$ cat src/rtl/uart_tx_if.sv
// Byte-stream port of the UART transmitter.
// Handshake: a byte moves in any cycle where valid && ready are both high at
// the rising clock edge; the master may change or drop data/valid freely
// while ready is low, and nothing is consumed in that case.
interface uart_tx_if #(
  parameter int N = 8
);
  logic [N-1:0] data;
  logic         valid;
  logic         ready;

  modport master (output data, output valid, input ready);
  modport slave  (input data, input valid, output ready);
endinterface

$ cat src/rtl/uart_tx.sv
// UART transmitter: takes bytes from a valid/ready stream port and
// serialises each one LSB first onto the idle-high line tx as
// start bit, N data bits, STOP_BITS stop bits. Every output is a register.
// The state encoding (WAIT, START, DATA, STOP) matches the receiver and is
// visible on the state output.
module uart_tx #(
  parameter int CLK_HZ    = 50_000_000,
  parameter int BAUD      = 115200,
  parameter int N         = 8,
  parameter int STOP_BITS = 1
) (
  input  logic       clk,
  input  logic       rst,
  uart_tx_if.slave   s,
  output logic       tx,
  output logic       busy,
  output logic [1:0] state
);

  localparam int DIV = CLK_HZ / BAUD;
  localparam int CW  = (DIV >= 2) ? $clog2(DIV) : 1;
  localparam int BW  = (N > 1) ? $clog2(N) : 1;

  localparam logic [CW-1:0] CNT_MAX  = CW'(DIV - 1);
  localparam logic [BW-1:0] BIT_MAX  = BW'(N - 1);
  localparam logic [BW-1:0] STOP_MAX = BW'(STOP_BITS - 1);

  // Reject parameter sets that cannot form a valid frame.
  if (DIV < 2) begin : g_bad_div
    $error("uart_tx: CLK_HZ/BAUD must be at least 2");
  end
  if (N < 1) begin : g_bad_n
    $error("uart_tx: N must be at least 1");
  end
  if (STOP_BITS != 1 && STOP_BITS != 2) begin : g_bad_stop
    $error("uart_tx: STOP_BITS must be 1 or 2");
  end

  typedef enum logic [1:0] {
    WAIT  = 2'd0,
    START = 2'd1,
    DATA  = 2'd2,
    STOP  = 2'd3
  } state_t;

  state_t        st;
  logic [CW-1:0] cnt;     // cycles spent in the current bit, restarts on every bit
  logic [BW-1:0] bitcnt;  // data bits sent in DATA, stop bits sent in STOP
  logic [N-1:0]  shreg;   // bit 0 is the data bit currently on the line
  logic [N-1:0]  shnext;
  logic          ready_q;

  assign s.ready = ready_q;
  assign state   = st;

  // Next shift-register contents once the current data bit has been sent.
  always_comb begin
    shnext = shreg >> 1;
  end

  // Frame sequencer: one state per frame segment, outputs set on the edge
  // that enters each segment so the line changes exactly on bit boundaries.
  always_ff @(posedge clk) begin
    if (rst) begin
      st      <= WAIT;
      cnt     <= '0;
      bitcnt  <= '0;
      shreg   <= '0;
      tx      <= 1'b1;
      busy    <= 1'b0;
      ready_q <= 1'b0;
    end else begin
      case (st)
        WAIT: begin
          tx      <= 1'b1;
          busy    <= 1'b0;
          ready_q <= 1'b1;
          cnt     <= '0;
          bitcnt  <= '0;
          // ready_q is low only in the first cycle after reset, so a byte
          // offered then is not taken.
          if (s.valid && ready_q) begin
            shreg   <= s.data;
            st      <= START;
            tx      <= 1'b0;
            busy    <= 1'b1;
            ready_q <= 1'b0;
          end
        end
        START: begin
          if (cnt == CNT_MAX) begin
            cnt    <= '0;
            bitcnt <= '0;
            st     <= DATA;
            tx     <= shreg[0];
          end else begin
            cnt <= cnt + CW'(1);
          end
        end
        DATA: begin
          if (cnt == CNT_MAX) begin
            cnt <= '0;
            if (bitcnt == BIT_MAX) begin
              bitcnt <= '0;
              st     <= STOP;
              tx     <= 1'b1;
            end else begin
              bitcnt <= bitcnt + BW'(1);
              shreg  <= shnext;
              tx     <= shnext[0];
            end
          end else begin
            cnt <= cnt + CW'(1);
          end
        end
        STOP: begin
          if (cnt == CNT_MAX) begin
            cnt <= '0;
            if (bitcnt == STOP_MAX) begin
              bitcnt  <= '0;
              st      <= WAIT;
              busy    <= 1'b0;
              ready_q <= 1'b1;
            end else begin
              bitcnt <= bitcnt + BW'(1);
            end
          end else begin
            cnt <= cnt + CW'(1);
          end
        end
        default: begin
          st      <= WAIT;
          tx      <= 1'b1;
          busy    <= 1'b0;
          ready_q <= 1'b0;
        end
      endcase
    end
  end

endmodule

$ cat src/flat_wrapper.sv
// flat-port wrapper written by rule: the top's interface ports become plain ports
module uart_tx_flat 
#(
  parameter int CLK_HZ    = 50_000_000,
  parameter int BAUD      = 115200,
  parameter int N         = 8,
  parameter int STOP_BITS = 1
)
  (clk, rst, tx, busy, state, s_data, s_valid, s_ready);
  uart_tx_if #(.N(N)) s_i ();
  input  logic clk;
  input  logic rst;
  output logic tx;
  output logic busy;
  output logic [1:0] state;
  input wire logic [$bits(s_i.data)-1:0] s_data;
  input wire logic [$bits(s_i.valid)-1:0] s_valid;
  output wire logic [$bits(s_i.ready)-1:0] s_ready;
  assign s_i.data = s_data;
  assign s_i.valid = s_valid;
  assign s_ready = s_i.ready;
  uart_tx #(.CLK_HZ(CLK_HZ), .BAUD(BAUD), .N(N), .STOP_BITS(STOP_BITS)) u_core (.clk(clk), .rst(rst), .s(s_i), .tx(tx), .busy(busy), .state(state));
endmodule
$ cat config.mk
export PLATFORM = sky130hd
export DESIGN_NAME = uart_tx_flat
export DESIGN_NICKNAME = d
export VERILOG_FILES = /design/src/rtl/uart_tx_if.sv /design/src/rtl/uart_tx.sv /design/src/flat_wrapper.sv
export SDC_FILE = /design/constraint.sdc
export NUM_CORES = 1
export LEC_CHECK = 0
export ABC_AREA = 1
export BUFFER_PORTS_ARGS = -buffer_cell sky130_fd_sc_hd__buf_4
export CORE_MARGIN = 1.5
export CORE_UTILIZATION = 26
export CTS_CLUSTER_DIAMETER = 150
export DETAILED_ROUTE_END_ITERATION = 12
export HOLD_SLACK_MARGIN = 0.06
export PLACE_DENSITY = 0.43
export SETUP_SLACK_MARGIN = 0.15
export SLEW_MARGIN = 40
export SYNTH_ARGS = -nofsm -noshare
export SYNTH_HDL_FRONTEND = slang
export SYNTH_SLANG_ARGS = --single-unit
$ cat constraint.sdc
create_clock -name clk -period 2.6 [get_ports clk]
set_input_delay 0.13 -clock clk [delete_from_list [all_inputs] [get_ports clk]]
set_output_delay 0.13 -clock clk [all_outputs]
set_load 0.05 [all_outputs]
Word-level counts from Yosys, hierarchy flattened
Cells that the tools add are included.

Output and inout bits: 5. Input port bits: 11. Register bits: 25. Word-level logic and storage cells: 64.

Reduce and logical (&&, ||, !) cells: 12. Eq/ne operators: 12. Mux-type cells: 31. Add/sub/neg operators: 2.

Operator list (count): 2-to-1 mux 8 bit (3); case mux 9 bit (2 select lines) (1); case mux 8 bit (2 select lines) (1); 2-to-1 mux 3 bit (5); 2-to-1 mux 2 bit (6); != test 2 x 1 -> 1 bit, second input constant (6); case mux 3 bit (4 select lines) (1); adder 9 x 1 -> 9 bit, second input constant (1); == test 9 bit, second input constant (1); 2-to-1 mux 1 bit (9); 2-to-1 mux 9 bit (1); AND reduction 3 bit (3); case mux 2 bit (4 select lines) (1); AND reduction 6 bit (1); == test 2 bit, second input constant (2); case mux 1 bit (2 select lines) (2); AND reduction 4 bit (1); nonzero test 2 bit (2); adder 3 x 1 -> 3 bit, second input constant (1); == test 3 bit, second input constant (1); logical NOT 3 bit (1); case mux 1 bit (3 select lines) (1); nonzero test 3 bit (1); OR reduction 3 bit (1); 4 further kinds (4).

Longest topological paths before layout
Depth in word-level cells: 4. Gate-level depth with buffers: 11. Depth with buffers taken out: 10.

Worst setup path after synthesis
OpenSTA, ideal clock, no wires.

Path type: reg-to-reg. Start: register u_core.st[0] (netlist: u_core.state[0]). End: register u_core.shreg[0]. Data arrival time: 1761 ps. Path buffers: 2. Library setup time: 70 ps. Cell stages (with the launch flop): 11. Required time: 2530 ps. Period minus slack after synthesis: 1832 ps. Path slack: 768 ps. Path through: dfxtp_1 inv_1 ha_1 buf_6 inv_4 nand2_2 and3_4 buf_8 nand2_8 nand2_1 a21oi_1.

Cells in the longest elaborated chain, start to end: 3. Elaborated cells between the ends (all ways): 8. Those cells by class: 4 x eq/ne; 1 x mux; 3 x reduce/logical.

Ends and longest elaborated chain: start, declared (RTL line uart_tx.sv:46) `state_t st;`; start signal, assigned (RTL line uart_tx.sv:65) `st <= WAIT;`; start signal, assigned (RTL line uart_tx.sv:84) `st <= START;`; start signal, assigned (RTL line uart_tx.sv:94) `st <= DATA;`; == test 2 bit or logical NOT 2 bit (tied branches) (RTL line uart_tx.sv:73) `case (st)`; != test 2 bit (no line), or another cell as far along; AND reduction 4 bit (no line); end signal, assigned (RTL line uart_tx.sv:83) `shreg <= s.data;`; end signal, assigned (RTL line uart_tx.sv:109) `shreg <= shnext;`; end, declared (RTL line uart_tx.sv:49) `logic [N-1:0] shreg;`.

Several ways; a longest one is shown, not always the timed one. A chain may end at the register's enable or synchronous reset.

Final worst setup path
Start: register u_core.st[0] (netlist: u_core.state[0]). End: register u_core.st[1] (netlist: u_core.state[1]).

Cells in the longest elaborated chain, start to end: 3. Elaborated cells between the ends (all ways): 12. Those cells by class: 9 x eq/ne; 1 x mux; 2 x reduce/logical.

Ends and longest elaborated chain (RTL line): == test 2 bit, or another cell as far along (uart_tx.sv:73); != test 2 x 1 -> 1 bit (no line); AND reduction 6 bit (no line).

Several ways; a longest one is shown, not always the timed one.

==> impl_metrics.csv <==
group,metric,value,unit
layout,layout_commonest_cell,"nand2_1",
setup_path,crit_chain,"inv_1 > ha_1 > inv_4 > nand3b_1 > nand2_4 > nand3_2 > nor2_1 > nor2_1",
layout,antenna_cells,0,
drt,routedWlPerCell,10.76,um
setup_path,crit_slowest_cell,"dfxtp_1",
cts,cts_setup_buffers,0,
sta,setup_viol,0,
synthesis,synth-simple-area-share,38.97,%
layout,mostFrequentLayoutCells,"nand2_1 (53), dfxtp_1 (25), a21oi_1 (16)",
synthesis,ys_ff_latch,25,
setup_path,start_kind,"flop",
cts,insertion_delay,0.28,ns
drt,drt.antenna.violating_nets,0,
synthesis,synth_top_family_by_area,"simple AND/OR/NAND/NOR gates",
cts,ctsResizeCount,0,
sta,fin_crit,1.800,ns
synthesis,synthAdderAreaFrac,8.272,%
drt,drc,0,
sta,clock_skew,0.01375,ns
synthesis,syn_avg_cell_area,7.521,um2
sta,hold_ws,0.1139,ns
floorplan,die_h,75.36,um
cts,clk_pin_slew_worst_paths,0.10,ns
cts,cts_made_buffers,3,
setup_path,arrival,1.98,ns
placement,pre_cts_slack,0.8183,ns
grt,grt_max_degree,14,
setup_path,worstPathRequired,2.78,ns
grt,grt_pass1_wl,4968,um
synthesis,ys_seq_area_share,36.76,%
job,maxCapViolations,0,
drt,first_pass_iters,4,
sta,fmax,0.5555,GHz
synthesis,ys_warn_count,0,
power,ir_worst_vdd,0.5436,mV
cts,cts.sinks,25,
synthesis,synth_top_area_share,36.76,%
cts,cts_tree,"yes",
setup_path,critPathMostFrequentCell,"nor2_1",
layout,nets,217,
setup_path,slowest_delay,0.39,ns
synthesis,synthTopCellsByArea,"dfxtp_1 (37%), nand2_1 (15%), ha_1 (8.3%), a21oi_1 (5.9%), nand3_1 (5.5%)",
floorplan,die_w,75.36,um
cts,hold_buffers,0,
floorplan,initial_core_util,26.82,%
floorplan,rows,26,
grt,grt_pass1_vias,1091,
sta,grt_setup_unrepaired,"no",
synthesis,synth-edff-count,0,
placement,place_inst,262,
grt,overflow,0,
synthesis,synth_fp_nets,201,
power,powerDensity,1043,mW/mm2
floorplan,coreArea,0.005075,mm2
sta,fin_ws,0.7997,ns
sta,relSlewSlack,67.38,%
synthesis,synth_cells,181,
drt,vias,1132,
min_path,hold_path.class,"in2reg",
drt,via_per_inst,4.256,
setup_path,worstPathMaxFanout,12,
grt,track_usage,11.41,%
floorplan,die-area,0.005679,mm2
cts,htree_levels,1,
layout,seqCellArea,500.5,um2
layout,fin_area,0.001565,mm2
sta,tightest_slew,0.4894,ns
status,status,"finished clean",
layout,nFillCells,574,
layout,fin_cells,266,
placement,gp_congestion,0.7337,
sta,period_share,69.24,%
setup_path,worst_setup_path_end_kind,"flop",
sta,hold_viol_final,0,
cts,clock_path_buffers,2,
placement,io_buffers,15,
drt,totalWireLength,2861,um
drt,drt_iter0_drc,44,
synthesis,synth_area_leader_cell,"dfxtp_1",
cts,clock-root-buffer,"clkbuf_8",
layout,layout-drive-gt1-share,17.35,%
synthesis,synth.distinct_cells,28,
synthesis,synthMuxAreaShare,0,%
power,p_leak,0.6830,nW
sta,final.setup.tns,0,ns
synthesis,ys_async_sr_fraction,0,%
placement,post-dp-hpwl,2192,um
floorplan,ioPinCount,16,
setup_path,critPathKind,"reg2reg",
placement,placed_area,0.001520,mm2
sta,drv_slew,0,
synthesis,synth_flop_cell,"dfxtp_1",
synthesis,synthXorXnorAreaFrac,1.287,%
layout,area_delta_synth_final,14.98,%
synthesis,synth_compound_area_share,7.629,%
grt,antenna_found_initial,0,
synthesis,synth_area,0.001361,mm2
layout,multi_input_area,764.5,um2
[report_power, final]
group | leakage, nW | internal [mW] | switching (mW) | total [mW]
combinational | 0.456 | 0.290 | 0.568 | 0.859
sequential | 0.204 | 0.472 | 0.0607 | 0.533
clock | 0.0228 | 0.110 | 0.132 | 0.241
total | 0.683 | 0.872 | 0.761 | 1.63
[sequential cells by signal, summed over array words and instances, names as in the netlist]
signal          cells
u_core.state        2
u_core.busy         1
u_core.bitcnt       3
u_core.tx           1
u_core.cnt          9
u_core.s.ready      1
u_core.shreg        8
[metal layers]
layer	wire length, um	global-route usage (%)	vias to the layer above
met5	0	0	-
met4	34	4.167	0
met3	83	2.513	4
met1	1530	16.06	504
met2	1214	17.15	9
li1	-	-	615
[worst max-delay path: cells and delay by family (launching register included)]
| kind | cells | cell delay (ns) |
|---|---|---|
| and+or+nand+nor | 5 | 0.65 |
| DFF | 1 | 0.39 |
| adders and majority gates | 1 | 0.37 |
| buffers and inverters | 2 | 0.29 |
[cells in the mapped netlist, types with 2 or more instances]
library cell / instances
nand2_1: 53
dfxtp_1: 25
a21oi_1: 16
nand3_1: 15
nor2_1: 15
inv_1: 12
ha_1: 9
nor3_1: 5
nand2_2: 4
nand2_4: 3
buf_6: 2
nand3_2: 2
nand3b_1: 2
nor2_4: 2
nor3b_1: 2
xor2_1: 2
[path summary, 6_finish.rpt]
| path | start | end | slack, ns | cells after the start |
|---|---|---|---|---|
| worst max-delay path | u_core.state[0]$_SDFFE_PP0P_ | u_core.state[1]$_SDFFE_PP0P_ | 0.80 | 8 |
| worst min-delay path | rst | u_core.shreg[7]$_SDFFE_PP0P_ | 0.11 | 2 |
| worst max register to register | u_core.state[0]$_SDFFE_PP0P_ | u_core.state[1]$_SDFFE_PP0P_ | 0.80 | 8 |
| worst min register to register | u_core.shreg[7]$_SDFFE_PP0P_ | u_core.shreg[7]$_SDFFE_PP0P_ | 0.47 | 2 |
[metrics by stage]
stage,utilization (%),total power [mW]
detailed placement,29.96,1.405
floorplan,-,1.275
global placement,29.96,1.416
CTS,30.84,1.646
finish,30.84,1.633
global route,30.84,1.788
[layout make-up]
cell class	count	area share, %
Multi-Input combinational cell	138	48.84
Clock buffer	4	2.878
Sequential cell	25	31.97
Tap cell	70	5.596
Inverter	14	3.517
Timing Repair Buffer	15	7.194
[cells by family (layout without fill, tap and decap cells)]
group                    count (synthesis)  after routing
flip-flops                              25             25
XOR/XNOR                                 2              2
buffers and inverters                   18             33
adder cells (fa/ha/maj)                  9              9
AO/OA/AOI/OAI                           20             20
AND/OR/NAND/NOR                        107            107
(Power assumes the default switching activity.)
